## config.mk

```make
export PLATFORM = sky130hd
export DESIGN_NAME = mem_access_stage
export DESIGN_NICKNAME = d
export VERILOG_FILES = /design/src/rtl/mips_pkg.sv /design/src/rtl/mem_wb_reg.sv /design/src/rtl/mem_access_stage.sv
export SDC_FILE = /design/constraint.sdc
export NUM_CORES = 1
export LEC_CHECK = 0
export ABC_AREA = 0
export BUFFER_PORTS_ARGS = -buffer_cell sky130_fd_sc_hd__buf_2
export CORE_ASPECT_RATIO = 0.6
export CORE_MARGIN = 5
export CORE_UTILIZATION = 42
export DETAILED_ROUTE_END_ITERATION = 6
export GPL_ROUTABILITY_DRIVEN = 0
export PLACE_DENSITY_LB_ADDON = 0.05
export SLEW_MARGIN = 20
export SYNTH_ARGS = -nofsm -noshare
export SYNTH_HDL_FRONTEND = slang
export SYNTH_SLANG_ARGS = --single-unit
export TNS_END_PERCENT = 10
```

## constraint.sdc

```tcl
create_clock -name clk -period 4.65 [get_ports clk]
set_input_delay 0.465 -clock clk [delete_from_list [all_inputs] [get_ports clk]]
set_output_delay 0.465 -clock clk [all_outputs]
set_load 0.005 [all_outputs]
```

## src/rtl/mips_pkg.sv

```systemverilog
// Shared MIPS pipeline constants: memory-control bit positions, WB control width
// and MEM-stage FSM state encodings.
package mips_pkg;

    localparam int MEM_RD_BIT = 1;
    localparam int MEM_WR_BIT = 0;
    localparam int WB_W       = 4;

    localparam logic [0:0] ST_IDLE = 1'b0;
    localparam logic [0:0] ST_REQ  = 1'b1;

    // Both-bits-set is meaningless; any access must be word aligned.
    function automatic logic is_illegal(input logic [1:0] ctrl, input logic [1:0] addr_lsb);
        return (ctrl == 2'b11) || ((ctrl != 2'b00) && (addr_lsb != 2'b00));
    endfunction

endpackage

```

## src/rtl/mem_wb_reg.sv

```systemverilog
// MEM/WB pipeline register; loads every cycle, a bubble forces the WB control to zero
// so the write-back stage commits nothing.
module mem_wb_reg
    import mips_pkg::*;
#(
    parameter int DATA_W = 32
) (
    input  logic              clk,
    input  logic              rst,
    input  logic              bubble,
    input  logic [WB_W-1:0]   ctrl_in,
    input  logic [DATA_W-1:0] read_data_in,
    input  logic [DATA_W-1:0] alu_res_in,
    input  logic [4:0]        rd_in,
    output logic [WB_W-1:0]   wb_ctrl,
    output logic [DATA_W-1:0] wb_read_data,
    output logic [DATA_W-1:0] wb_alu_res,
    output logic [4:0]        wb_rd
);

    always_ff @(posedge clk or posedge rst) begin
        if (rst) begin
            wb_ctrl      <= '0;
            wb_read_data <= '0;
            wb_alu_res   <= '0;
            wb_rd        <= '0;
        end else begin
            wb_ctrl      <= bubble ? '0 : ctrl_in;
            wb_read_data <= read_data_in;
            wb_alu_res   <= alu_res_in;
            wb_rd        <= rd_in;
        end
    end

endmodule

```

## src/rtl/mem_access_stage.sv

```systemverilog
// MIPS MEM stage: issues loads/stores to a variable-latency data memory over req/ack,
// stalls upstream while an access is outstanding and flags illegal/timed-out accesses.
module mem_access_stage
    import mips_pkg::*;
#(
    parameter int DATA_W   = 32,
    parameter int MAX_WAIT = 16
) (
    input  logic              clk,
    input  logic              rst,
    input  logic [WB_W-1:0]   mem_wb_in,
    input  logic [1:0]        mem_ctrl,
    input  logic [DATA_W-1:0] alu_res,
    input  logic [DATA_W-1:0] write_data,
    input  logic [4:0]        rd_in,
    output logic              dmem_req,
    output logic              dmem_we,
    output logic [DATA_W-1:0] dmem_addr,
    output logic [DATA_W-1:0] dmem_wdata,
    input  logic [DATA_W-1:0] dmem_rdata,
    input  logic              dmem_ack,
    output logic              stall,
    output logic [WB_W-1:0]   wb_ctrl,
    output logic [DATA_W-1:0] wb_read_data,
    output logic [DATA_W-1:0] wb_alu_res,
    output logic [4:0]        wb_rd,
    output logic              mem_err
);

    localparam int CNT_W = (MAX_WAIT > 1) ? $clog2(MAX_WAIT) : 1;

    logic [0:0]        state_q, state_d;
    logic [CNT_W-1:0]  cnt_q, cnt_d;
    logic [1:0]        ctrl_q, ctrl_d;
    logic [WB_W-1:0]   wb_q, wb_d;
    logic [DATA_W-1:0] addr_q, addr_d;
    logic [DATA_W-1:0] wdata_q, wdata_d;
    logic [4:0]        rd_q, rd_d;
    logic              err_q, err_d;

    logic              access, illegal, timeout;
    logic              stall_c, bubble;
    logic [WB_W-1:0]   wbr_ctrl;
    logic [DATA_W-1:0] wbr_rdata, wbr_alu;
    logic [4:0]        wbr_rd;

    assign access  = (mem_ctrl != 2'b00);
    assign illegal = is_illegal(mem_ctrl, alu_res[1:0]);
    assign timeout = (cnt_q == CNT_W'(MAX_WAIT - 1));

    always_comb begin
        state_d   = state_q;
        cnt_d     = cnt_q;
        ctrl_d    = ctrl_q;
        wb_d      = wb_q;
        addr_d    = addr_q;
        wdata_d   = wdata_q;
        rd_d      = rd_q;
        err_d     = err_q;
        stall_c   = 1'b0;
        bubble    = 1'b0;
        wbr_ctrl  = mem_wb_in;
        wbr_rdata = '0;
        wbr_alu   = alu_res;
        wbr_rd    = rd_in;

        if (state_q == ST_IDLE) begin
            if (illegal) begin
                err_d  = 1'b1;
                bubble = 1'b1;
            end else if (access) begin
                stall_c = 1'b1;
                bubble  = 1'b1;
                ctrl_d  = mem_ctrl;
                wb_d    = mem_wb_in;
                addr_d  = alu_res;
                wdata_d = write_data;
                rd_d    = rd_in;
                cnt_d   = '0;
                state_d = ST_REQ;
            end
        end else begin
            wbr_ctrl = wb_q;
            wbr_alu  = addr_q;
            wbr_rd   = rd_q;
            // An ack arriving on the timeout cycle still completes the access.
            if (dmem_ack) begin
                if (ctrl_q[MEM_RD_BIT]) begin
                    wbr_rdata = dmem_rdata;
                end
                cnt_d   = '0;
                state_d = ST_IDLE;
            end else if (timeout) begin
                err_d   = 1'b1;
                bubble  = 1'b1;
                cnt_d   = '0;
                state_d = ST_IDLE;
            end else begin
                stall_c = 1'b1;
                bubble  = 1'b1;
                cnt_d   = cnt_q + 1'b1;
            end
        end
    end

    always_ff @(posedge clk or posedge rst) begin
        if (rst) begin
            state_q <= ST_IDLE;
            cnt_q   <= '0;
            ctrl_q  <= '0;
            wb_q    <= '0;
            addr_q  <= '0;
            wdata_q <= '0;
            rd_q    <= '0;
            err_q   <= 1'b0;
        end else begin
            state_q <= state_d;
            cnt_q   <= cnt_d;
            ctrl_q  <= ctrl_d;
            wb_q    <= wb_d;
            addr_q  <= addr_d;
            wdata_q <= wdata_d;
            rd_q    <= rd_d;
            err_q   <= err_d;
        end
    end

    // Stall is combinational from the inputs in IDLE, so mask it during reset.
    assign stall      = stall_c & ~rst;
    assign dmem_req   = (state_q == ST_REQ);
    assign dmem_we    = ctrl_q[MEM_WR_BIT];
    assign dmem_addr  = addr_q;
    assign dmem_wdata = wdata_q;
    assign mem_err    = err_q;

    mem_wb_reg #(
        .DATA_W (DATA_W)
    ) u_mem_wb_reg (
        .clk          (clk),
        .rst          (rst),
        .bubble       (bubble),
        .ctrl_in      (wbr_ctrl),
        .read_data_in (wbr_rdata),
        .alu_res_in   (wbr_alu),
        .rd_in        (wbr_rd),
        .wb_ctrl      (wb_ctrl),
        .wb_read_data (wb_read_data),
        .wb_alu_res   (wb_alu_res),
        .wb_rd        (wb_rd)
    );

endmodule
```

==> qor.yml <==
power:
  clkPwrFrac_pct: 39.3
  p_seq_share_pct: 44.2
  power.density_nw_per_um2: 506
  pwr-share-comb_pct: 16.4
  peakVddDrop_v: 0.000219
  p_int_mw: 2.98
  p_leak_nw: 3.93
  power_switching_uw: 928
  swShare_pct: 23.7
yosys:
  syn_nets: 468
  post-synth-top-area-cell: "dfrtp_1"
  seq_area_frac_synth_pct: 68.2
  synth-edff-count: 0
  synth.distinct_cells: 31
  postSynthCellCount: 357
  synth_area_um2: 5650
  yosys_warnings: 0
  syn_area_per_cell_um2: 15.8
  synthArstFlopShare_pct: 100
  synthFlopType: "dfrtp_1"
  synth_area_leaders: "dfrtp_1, mux2_2, and2_1, mux2_4, buf_2"
  synth-seq-cells: 154
  netlist.area_leader.share_pct: 68.2
drt:
  drtIter0Drc: 98
  drc_errors: 0
  wl_um: 13800
  dr_total_vias: 3746
  via_per_inst: 4.72
  ant_nets: 0
  wire_per_inst_um: 17.3
  dr.pass1.iters: 4
cts:
  postCtsSetupRepairBufs: 0
  cts_tree: "built"
  numCtsBuffers: 17
  cts_resized: 0
  cts-root-buf: "clkbuf_16"
  hold_buffers: 0
  cts.sinks: 154
  cts.htree.levels: 4
  clk_path_buf_depth: 2
  clk_latency_ns: 0.40
  path_clk_slew_ns: 0.06
critical_path:
  crit_type: "reg -> out"
  r2r_cells: 2
  critPathMaxStageDelay_ns: 0.87
  path_max_fanout: 52
  path_cells: "or3_1 > a21oi_1 > buf_2"
  crit_path_end_kind: "output port"
  required_ns: 4.18
  slowest_stage: "dfrtp_4"
  start_kind: "flop"
  arrival_ns: 2.38
  r2r_slack_ns: 2.44
die:
  ioPinCount: 251
  coreArea_um2: 13000
  die-area_um2: 15900
  die_w_um: 160
  rows: 32
  die-height_um: 99.8
  start_util_pct: 43.4
timing:
  setup_violations: 0
  rsz0062_at_grt: "false"
  final_max_slew_viol_count: 0
  fin_crit_sh_pct: 61.2
  setup-tns-final_ns: 0
  skew_ns: 0.00874
  relSlewSlack_pct: 37.4
  fmaxAchievable_ghz: 0.352
  final_hold_viol_count: 0
  fin_hold_ws_ns: 0.158
  period_needed_ns: 2.84
  worst_pin_slew_ns: 0.938
  setup_slack_ns: 1.81
grt:
  grt_antenna_before_repair: 1
  grt_pass1_wl_um: 22000
  grt_pass1_vias: 4209
  grt_usage_pct: 17.6
  grt_overflow: 0
  grt_max_degree: 69
place:
  dpl_worst_slack_ns: 1.91
  hpwl_um: 10000
  port-buffer-count: 250
cells_and_area:
  final_util_pct: 59.4
  fill_cells: 1058
  multi_input_area_um2: 1710
  fin_nets: 724
  regArea_um2: 3860
  areaGrowthSynthToFinish_pct: 36.9
  layout-drive-gt1-share_pct: 63.4
hold_path:
  hold_path.class: "in -> async"
status:
  run_status: "finished, final reports clean"
run:
  cap_violations: 0
[synthesized netlist by cell type (2+ instances only)]
master    count
dfrtp_1     154
buf_1         2
inv_1         4
clkbuf_1      5
a21oi_1       3
buf_2         7
nand2_1       7
nand3_1       6
mux2_4        5
and2_1       34
mux2i_1       2
o21ai_0       6
mux2_2      104
[registers in the layout, indices dropped and copies added (netlist names)]
signal / cells
dmem_addr: 32
dmem_wdata: 32
u_mem_wb_reg.wb_alu_res: 32
u_mem_wb_reg.wb_read_data: 32
rd_q: 5
u_mem_wb_reg.wb_rd: 5
cnt_q: 4
u_mem_wb_reg.wb_ctrl: 4
wb_q: 4
ctrl_q: 2
dmem_req: 1
mem_err: 1
[power by group through the flow]
stage	Combinational [mW]	Clock, mW	Sequential (mW)
detailed placement	0.661	0	1.75
finish	0.642	1.54	1.73
global placement	0.645	0	1.74
floorplan	0.299	0	1.75
global route	0.712	1.63	1.77
CTS	0.662	1.57	1.73
[logic make-up (layout without fill, tap and decap cells)]
group	count (synthesis)	in the layout	synth area share (%)
adders and majority gates	1	1	0.221
muxes	111	111	22.4
xor gates and xnor gates	1	1	0.155
DFF	154	154	68.2
and+or+nand+nor	56	56	5.80
other	0	1	0
AOI/OAI and AO/OA	14	14	1.48
buffers and inverters	20	286	1.68
[critical path: cells and delay by family, from the launching register on]
kind                   cells  cell delay (ns)
DFF                        1             0.87
and+or+nand+nor            1             0.79
buffers and inverters      1             0.17
AOI/OAI and AO/OA          1             0.14
[cell usage in the layout, fill, tap and decap left out, types with 3 or more instances in the layout]
master / synthesis / routed
inv_1: 4 / 3
o21ai_0: 6 / 6
bufinv_16: 0 / 6
buf_4: 1 / 3
and2_1: 34 / 34
dfrtp_1: 154 / 153
nand3_1: 6 / 6
mux2_2: 104 / 104
clkbuf_16: 0 / 17
nand2_1: 7 / 7
mux2_4: 5 / 5
buf_2: 7 / 250
a21oi_1: 3 / 3
[area by class of cell]
| type | count | share of cell area (%) |
|---|---|---|
| timing repair buffer | 253 | 16.5 |
| multi-input combinational | 183 | 22.1 |
| clock buffer | 18 | 5.68 |
| sequential | 154 | 49.9 |
| antenna | 1 | 0.0324 |
| tap | 170 | 2.75 |
| inverter | 4 | 0.259 |
| clock inverter | 11 | 2.83 |
[per-stage QoR]
step	instances	area (um2)	power [mW]
final	794	7730	3.91
after global routing	793	7730	4.11
after CTS	793	7720	3.97
after detailed placement	764	7070	2.41
after global placement	764	7070	2.39
after floorplan	357	5650	2.05
[path summary, 6_finish.rpt]
| path | startpoint | to |
|---|---|---|
| worst max-delay path | dmem_req | stall |
| worst min-delay path | rst | u_mem_wb_reg.wb_alu_res[5] |
| worst max register to register | dmem_req | rd_q[2] |
| worst min register to register | wb_q[2] | u_mem_wb_reg.wb_ctrl[2] |
| max in group asynchronous | rst | u_mem_wb_reg.wb_rd[2] |
| min in group clk | dmem_rdata[30] | u_mem_wb_reg.wb_read_data[30] |
[layer usage]
metal	GRT usage [%]	vias to the layer above	routed length [um]
li1	-	1739	-
met1	20.2	1849	5500
met2	29.4	148	6740
met3	8.04	8	1450
met4	6.33	2	76
met5	0	-	7
Note: power is estimated with default switching activity, not from simulation.
